==> src/rtl/multicycle_ctrl_pkg.sv <==
// multicycle_ctrl_pkg: shared state encoding, opcode/funct constants, ALU codes
// and the R-type funct decoder used by the multi-cycle control FSM.
package multicycle_ctrl_pkg;

    localparam int WAIT_CNT_W = 4;

    typedef enum logic [2:0] {
        ST_FETCH  = 3'd0,
        ST_DECODE = 3'd1,
        ST_EXEC   = 3'd2,
        ST_MEM    = 3'd3,
        ST_WB     = 3'd4,
        ST_HALT   = 3'd5
    } state_t;

    localparam logic [5:0] OP_RTYPE = 6'h00;
    localparam logic [5:0] OP_LW    = 6'h23;
    localparam logic [5:0] OP_SW    = 6'h2B;
    localparam logic [5:0] OP_BEQ   = 6'h04;
    localparam logic [5:0] OP_J     = 6'h02;
    localparam logic [5:0] OP_HALT  = 6'h3F;

    localparam logic [5:0] FN_ADD = 6'h20;
    localparam logic [5:0] FN_SUB = 6'h22;
    localparam logic [5:0] FN_AND = 6'h24;
    localparam logic [5:0] FN_OR  = 6'h25;
    localparam logic [5:0] FN_SLT = 6'h2A;

    localparam logic [2:0] ALU_ADD = 3'b000;
    localparam logic [2:0] ALU_SUB = 3'b001;
    localparam logic [2:0] ALU_AND = 3'b010;
    localparam logic [2:0] ALU_OR  = 3'b011;
    localparam logic [2:0] ALU_SLT = 3'b100;

    typedef struct packed {
        logic       valid;
        logic [2:0] op;
    } funct_dec_t;

    // Maps an R-type funct field to its ALU code; valid=0 marks an unknown funct
    function automatic funct_dec_t decodeFunct(input logic [5:0] funct);
        funct_dec_t d;
        d.valid = 1'b1;
        d.op    = ALU_ADD;
        case (funct)
            FN_ADD:  d.op = ALU_ADD;
            FN_SUB:  d.op = ALU_SUB;
            FN_AND:  d.op = ALU_AND;
            FN_OR:   d.op = ALU_OR;
            FN_SLT:  d.op = ALU_SLT;
            default: d.valid = 1'b0;
        endcase
        return d;
    endfunction

endpackage

==> src/rtl/multicycle_ctrl_wait.sv <==
// wait_counter: counts wait cycles inside FETCH/MEM; done when the count
// reaches the configured limit, load restarts the count at zero.
module wait_counter
    import multicycle_ctrl_pkg::*;
(
    input  logic                  clk,
    input  logic                  rst,
    input  logic                  i_load,
    input  logic [WAIT_CNT_W-1:0] i_limit,
    output logic                  o_done
);

    logic [WAIT_CNT_W-1:0] r_count;

    // Restart at zero on load, otherwise advance one wait cycle per clock
    always_ff @(posedge clk or posedge rst) begin
        if (rst) begin
            r_count <= '0;
        end else if (i_load) begin
            r_count <= '0;
        end else begin
            r_count <= r_count + 1'b1;
        end
    end

    assign o_done = (r_count == i_limit);

endmodule

==> src/rtl/multicycle_ctrl.sv <==
// multicycle_ctrl: control FSM for a multi-cycle MIPS-like datapath.
// Optional retired-instruction counter, enabled by defining MULTICYCLE_CTRL_PERF_EN.
module multicycle_ctrl
    import multicycle_ctrl_pkg::*;
#(
    parameter int MEM_WAIT = 1
) (
    input  logic        clk,
    input  logic        rst,
    input  logic [31:0] instr,
    input  logic        zero,
    output logic        pc_en,
    output logic        ir_en,
    output logic        addr_sel,
    output logic        mem_we,
    output logic        reg_we,
    output logic        branch,
    output logic        jump,
    output logic [2:0]  alu_op,
    output logic        halted,
    output logic        illegal,
    output logic [31:0] retired
);

    localparam logic [WAIT_CNT_W-1:0] WAIT_LIMIT = WAIT_CNT_W'(MEM_WAIT);

    state_t     r_state;
    state_t     w_nextState;
    logic       r_illegal;
    logic       w_illegalNow;
    logic       w_waitDone;
    logic       w_cntLoad;
    logic [5:0] w_opcode;
    logic [5:0] w_funct;
    funct_dec_t w_functDec;
    logic       w_unusedInstrBits;

    assign w_opcode          = instr[31:26];
    assign w_funct           = instr[5:0];
    assign w_functDec        = decodeFunct(w_funct);
    assign w_unusedInstrBits = ^instr[25:6];

    // The counter only runs inside FETCH/MEM and restarts once the wait completes
    assign w_cntLoad = !((r_state == ST_FETCH) || (r_state == ST_MEM)) || w_waitDone;

    wait_counter u_waitCounter (
        .clk     (clk),
        .rst     (rst),
        .i_load  (w_cntLoad),
        .i_limit (WAIT_LIMIT),
        .o_done  (w_waitDone)
    );

    // State register
    always_ff @(posedge clk or posedge rst) begin
        if (rst) begin
            r_state <= ST_FETCH;
        end else begin
            r_state <= w_nextState;
        end
    end

    // Next-state and control outputs; reset forces every output low immediately
    always_comb begin
        w_nextState  = r_state;
        w_illegalNow = 1'b0;
        pc_en        = 1'b0;
        ir_en        = 1'b0;
        addr_sel     = 1'b0;
        mem_we       = 1'b0;
        reg_we       = 1'b0;
        branch       = 1'b0;
        jump         = 1'b0;
        alu_op       = ALU_ADD;
        halted       = 1'b0;
        case (r_state)
            ST_FETCH: begin
                if (w_waitDone) begin
                    pc_en       = 1'b1;
                    ir_en       = 1'b1;
                    w_nextState = ST_DECODE;
                end
            end
            ST_DECODE: begin
                case (w_opcode)
                    OP_RTYPE: begin
                        if (w_functDec.valid) begin
                            w_nextState = ST_EXEC;
                        end else begin
                            w_illegalNow = 1'b1;
                            w_nextState  = ST_FETCH;
                        end
                    end
                    OP_LW, OP_SW, OP_BEQ: w_nextState = ST_EXEC;
                    OP_J: begin
                        jump        = 1'b1;
                        pc_en       = 1'b1;
                        w_nextState = ST_FETCH;
                    end
                    OP_HALT: w_nextState = ST_HALT;
                    default: begin
                        w_illegalNow = 1'b1;
                        w_nextState  = ST_FETCH;
                    end
                endcase
            end
            ST_EXEC: begin
                case (w_opcode)
                    OP_RTYPE: begin
                        alu_op      = w_functDec.op;
                        w_nextState = ST_WB;
                    end
                    OP_LW, OP_SW: begin
                        alu_op      = ALU_ADD;
                        w_nextState = ST_MEM;
                    end
                    OP_BEQ: begin
                        alu_op = ALU_SUB;
                        if (zero) begin
                            branch = 1'b1;
                            pc_en  = 1'b1;
                        end
                        w_nextState = ST_FETCH;
                    end
                    default: w_nextState = ST_FETCH;
                endcase
            end
            ST_MEM: begin
                addr_sel = 1'b1;
                if (w_waitDone) begin
                    if (w_opcode == OP_SW) begin
                        mem_we      = 1'b1;
                        w_nextState = ST_FETCH;
                    end else begin
                        w_nextState = ST_WB;
                    end
                end
            end
            ST_WB: begin
                reg_we      = 1'b1;
                w_nextState = ST_FETCH;
            end
            ST_HALT: halted = 1'b1;
            default: w_nextState = ST_FETCH;
        endcase
        if (rst) begin
            pc_en    = 1'b0;
            ir_en    = 1'b0;
            addr_sel = 1'b0;
            mem_we   = 1'b0;
            reg_we   = 1'b0;
            branch   = 1'b0;
            jump     = 1'b0;
            alu_op   = ALU_ADD;
            halted   = 1'b0;
        end
    end

    // Sticky illegal-instruction flag, cleared only by reset
    always_ff @(posedge clk or posedge rst) begin
        if (rst) begin
            r_illegal <= 1'b0;
        end else if (w_illegalNow) begin
            r_illegal <= 1'b1;
        end
    end

    assign illegal = r_illegal;

`ifdef MULTICYCLE_CTRL_PERF_EN
    logic [31:0] r_retired;
    logic        w_retire;

    assign w_retire = (w_nextState == ST_FETCH) && !w_illegalNow &&
                      ((r_state == ST_DECODE) || (r_state == ST_EXEC) ||
                       (r_state == ST_MEM) || (r_state == ST_WB));

    // Count completed instructions; wraps naturally at 32 bits
    always_ff @(posedge clk or posedge rst) begin
        if (rst) begin
            r_retired <= '0;
        end else if (w_retire) begin
            r_retired <= r_retired + 32'd1;
        end
    end

    assign retired = r_retired;
`else
    assign retired = '0;
`endif

endmodule

==> config.mk <==
export PLATFORM = sky130hd
export DESIGN_NAME = multicycle_ctrl
export DESIGN_NICKNAME = d
export VERILOG_FILES = /design/src/rtl/multicycle_ctrl_pkg.sv /design/src/rtl/multicycle_ctrl_wait.sv /design/src/rtl/multicycle_ctrl.sv
export SDC_FILE = /design/constraint.sdc
export NUM_CORES = 1
export LEC_CHECK = 0
export ABC_CLOCK_PERIOD_IN_PS = 2500
export CAP_MARGIN = 20
export CORE_MARGIN = 2
export CORE_UTILIZATION = 33
export DETAILED_ROUTE_END_ITERATION = 8
export PLACE_DENSITY_LB_ADDON = 0.25
export REMOVE_ABC_BUFFERS = 1
export SLEW_MARGIN = 20
export SYNTH_ARGS = -nofsm -noshare
export SYNTH_HDL_FRONTEND = slang
export SYNTH_HIERARCHICAL = 1
export SYNTH_SLANG_ARGS = --single-unit
export TNS_END_PERCENT = 20
==> constraint.sdc <==
create_clock -name clk -period 2.5 [get_ports clk]
set_clock_uncertainty 0.2 [all_clocks]
set_input_delay 0.25 -clock clk [delete_from_list [all_inputs] [get_ports clk]]
set_output_delay 0.25 -clock clk [all_outputs]
set_load 0.01 [all_outputs]
==> Word-level counts from Yosys, hierarchy flattened <==
Cells that the tools add are included.
{ "op_classes": {"n_mux": 38, "bitwise": 1, "reduce_logical": 10, "n_eq_ne": 18, "addsub": 1} }
{ "op_table": {"columns": ["operator", "n"], "rows": [
  ["6-bit equality test (second input constant)", 8],
  ["1-bit 2-to-1 mux", 24],
  ["3-bit 2-to-1 mux", 5],
  ["3-bit case mux with 5 select lines", 1],
  ["3-bit case mux with 2 select lines", 2],
  ["3-bit case mux with 4 select lines", 1],
  ["5-bit OR reduction", 2],
  ["3-bit case mux with 3 select lines", 1],
  ["3-bit by 2-bit equality test with 1-bit output (second input constant)", 2],
  ["3-bit equality test (second input constant)", 2],
  ["6-bit by 2-bit equality test with 1-bit output (second input constant)", 1],
  ["6-bit by 3-bit equality test with 1-bit output (second input constant)", 1],
  ["6-bit logical NOT", 1],
  ["4-bit by 1-bit adder with 4-bit output (second input constant)", 1],
  ["4-bit by 1-bit equality test with 1-bit output (second input constant)", 1],
  ["4-bit 2-to-1 mux", 1],
  ["2-bit inequality test (second input constant)", 2],
  ["3-bit by 1-bit equality test with 1-bit output (second input constant)", 1],
  ["3-bit logical NOT", 1],
  ["1-bit case mux with 3 select lines", 1],
  ["3-bit AND reduction", 1],
  ["3-bit OR reduction", 1],
  ["1-bit logical OR", 2],
  ["2-bit 2-to-1 mux", 1],
  ["4 further kinds", 4]
]} }
{ "word_totals": {"elab_cells": 71, "register_bits": 8} }

==> Logic depth before layout (Yosys ltp) <==
{ "depth": {"depth_word": 6, "mapped_depth": 6} }

==> Modules after synthesis <==
Netlist, hierarchy kept.
{ "modules_own_cells": {"columns": ["mod", "area_each_um2", "cells_per_inst", "seq_area_each_um2", "instances"], "rows": [
  ["multicycle_ctrl", 748.2, 101, 100.1, 1],
  ["wait_counter", 221.5, 19, 100.1, 1]
]} }

==> Worst setup path after synthesis <==
No wires, ideal clock.
{ "synth_timing": {"path_type": "input -> output", "from": "input port instr[27]", "to": "output port alu_op[0]", "stages": 4, "arrival_ns": 1.640, "setup_slack_ns": 0.410, "path_buffers": 0, "path_cell_list": "or4_4 -> nand3b_4 -> or3_1 -> a211oi_1"} }
{ "synth_between": {"elab_chain_cells": 4, "word_cells_on_any_way": 5, "cone_classes": "eq/ne (1); mux (3); reduce/logical (1)"} }
{ "synth_lines": {"columns": ["item", "line", "source"], "rows": [
  ["start: declaration", "multicycle_ctrl.sv:10", "input logic [31:0] instr,"],
  ["6-bit by 3-bit equality test with 1-bit output / 6-bit logical NOT (equally long branches)", "multicycle_ctrl.sv:108", "case (w_opcode)"],
  ["3-bit case mux with 2 select lines (*)", "multicycle_ctrl.sv:108", null],
  ["3-bit 2-to-1 mux (*)", "multicycle_ctrl.sv:76", "case (r_state)"],
  ["3-bit 2-to-1 mux (*)", "multicycle_ctrl.sv:146", "if (rst) begin"],
  ["end: declaration", "multicycle_ctrl.sv:19", "output logic [2:0] alu_op,"]
]} }
Every way passes the cells marked *; elsewhere a longest branch is shown, timed or not.

==> Worst setup path after layout <==
{ "layout_timing": {"from": "input port instr[26]", "to": "output port alu_op[0]"} }
The elaborated chain is that of the path after synthesis.

==> reports/metrics.yaml <==
finalHoldViolations: 0
cts.clk_slew.worst_paths_ps: 50
die_x_um: 58.21
yosysUniqueCellTypes: 41
post_route_cells_drive_above_1_share: 0.2156
cts_setup_buffers: 0
hp-class: "in2async"
synth_most_common_cell: "buf_4"
startpoint: "instr[26]"
maxSlewHeadroom: 0.6504
vdd_drop_max_mv: 0.4369
clock-sinks: 8
synth_edf_count: 0
powerDensity_nw_per_um2: 486.4
drc: 0
rows: 19
worstPathRequired_ps: 2050
area_growth_pct: 32.77
timing.final.crit_share: 0.9762
cts_tree: "built"
clock-root-buffer: "clkbuf_4"
regToRegStartpoint: "u_waitCounter/r_count[1]$_DFF_PP0_"
diodes: 0
end_kind: "output pin"
yosys-top-cells-area: "buf_4 (26%), dfrtp_1 (21%), nor2_1 (4.3%)"
wire_per_inst_um: 11.57
slew_viol_final: 0
dr.pass1.iters: 4
grt_antenna_before_repair: 0
finalWeightedCongestion: 0.8534
worst-r2r-setup-slack_ps: 430
hpwl_mm: 1.939
worstSkewPairLatency_ps: 240
cts_buffer_depth: 2
grt_pass1_vias: 838
fin_nets: 205
synthTopCellsByCount: "buf_4 (33), nor2_1 (11), dfrtp_1 (8), nand2_1 (8)"
cts-hold-fix-buffers: 0
setup_viol: 0
yosys.area.top_type: "buf_4"
ys_dominant_reg_cell: "dfrtp_1"
ys_warn_count: 6
reg2reg_depth: 7
syn-instance-count: 120
grt.overflow.total: 0
synth_top_area_frac: 0.2555
track_usage: 0.1412
synth_seq_area_share: 0.2065
die_y_um: 58.21
routed_via_density: 4.561
drv_cap: 0
crit_type: "in2out"
cp-endpoint: "alu_op[0]"
cts_buffers: 3
avgSynthCellArea_sq_um: 8.081
cp-start-kind: "primary input"
clock.fmax_ghz: 0.4097
outcome: "finished, final reports clean"
final_antenna_net_count: 0
drt_iter0_drc: 14
initial_core_util: 0.3486
vias: 903
pre_cts_ws_ps: -585.5
rr_endpoint: "u_waitCounter/r_count[3]$_DFF_PP0_"
worst_slew_pin_slew_ps: 519.0
htreeDepth: 1
routed_wl_mm: 2.291
crit_arrival_ps: 1990
ys_ff_latch: 8
netlist_area_sq_um: 969.7
fin_tns_setup_ps: 0
crit_fanout: 4
grt_start_max_net_pins: 8
core_area_sq_um: 2781
worst_slack_ps: 59.42
io_buffers: 26
p_leak_nw: 0.6380
rsz0062_at_grt: "false"
grt_pass1_wl_mm: 3.705
async_flop_share: 1.000
ios: 79
min_period_ps: 2441
die_area_sq_um: 3388
[registers in the layout (all words and copies together), names as in the netlist]
signal,cells
r_state,3
illegal,1
u_waitCounter/r_count,4
[through the flow]
| stage | hold slack [ps] | cells | util | cell area, sq um | power, mW |
|---|---|---|---|---|---|
| floorplan | -183.9 | 121 | - | 849.6 | 0.4174 |
| global placement | 276.5 | 195 | 0.4588 | 1276 | 0.5322 |
| detailed placement | 267.2 | 195 | 0.4588 | 1276 | 0.5440 |
| CTS | 143.2 | 198 | 0.4620 | 1285 | 0.6401 |
| global route | 170.4 | 198 | 0.4629 | 1287 | 0.6928 |
| finish | 146.7 | 198 | 0.4629 | 1287 | 0.6262 |
[placed cells by master, fill, tap and decap left out, types with 2 or more instances in the layout]
cell / synthesis / routed
clkbuf_4: 0 / 3
nor2_1: 11 / 11
nor4_2: 2 / 2
clkdlybuf4s50_1: 0 / 14
nor4b_2: 1 / 2
nand3_1: 4 / 4
buf_4: 33 / 17
nand2b_1: 4 / 4
conb_1: 2 / 36
o21ai_0: 2 / 2
a21oi_1: 3 / 3
nand2_1: 8 / 8
nor3_1: 5 / 5
inv_1: 5 / 5
xor2_1: 4 / 4
buf_2: 0 / 3
dfrtp_1: 8 / 8
dlygate4sd2_1: 0 / 8
nor2b_1: 2 / 2
[worst max-delay path: stages]
cell           delay, ps
dlygate4sd2_1        280
or4_4                520
nand3b_4             160
or3_1                380
a211oi_2             230
buf_2                170
[routing by layer]
layer  routed length, um  part of all wire  up-vias  global-route usage
li1                    -                 -      445                   -
met1                 943              0.41      411              0.1721
met2                1154              0.50       47              0.2532
met3                 193             0.084        0             0.02455
met4                   0                 0        0             0.03987
met5                   0                 0        -                   0
[how the worst min path moves through the flow]
stage,to,slack [ps],cells past startpoint
after global routing,u_waitCounter/r_count[0]$_DFF_PP0_,170,3
after CTS,u_waitCounter/r_count[0]$_DFF_PP0_,140,3
after global placement,illegal$_DFFE_PP0P_,280,1
after floorplan,u_waitCounter/r_count[0]$_DFF_PP0_,-180,1
final,u_waitCounter/r_count[0]$_DFF_PP0_,150,3
after detailed placement,illegal$_DFFE_PP0P_,270,1
[kinds of logic (layout without fill, tap and decap cells)]
family | after synthesis | count (layout) | share of synthesized area
multiplexers | 2 | 2 | 0.02580
AND/OR/NAND/NOR | 49 | 49 | 0.3136
AO/OA/AOI/OAI | 15 | 15 | 0.1136
other | 2 | 36 | 0.007745
XOR/XNOR | 5 | 5 | 0.04516
buffers and inverters | 38 | 51 | 0.2748
flip-flops | 8 | 8 | 0.2064
adder cells (fa/ha/maj) | 1 | 1 | 0.01290
[area by class of cell]
cell class / instances / area (sq um)
fill: 309 / 1494
multi-input combinational: 108 / 641.9
timing repair buffer: 43 / 365.4
sequential: 8 / 200.2
clock buffer: 3 / 22.52
tap: 31 / 38.79
inverter: 5 / 18.77
[power breakdown]
part | switching, mW | total [mW] | leakage, nW | internal [mW]
registers | 0.0512 | 0.227 | 0.100 | 0.176
clock network | 0.0369 | 0.0914 | 0.0138 | 0.0545
logic | 0.155 | 0.308 | 0.524 | 0.153
[repair_timing]
item | 4_1_cts | 5_1_grt
endpoints found under the setup margin | 8 | 4
pin swaps | 0 | 1
gates resized for setup | 22 | 1
(Power assumes the default switching activity.)
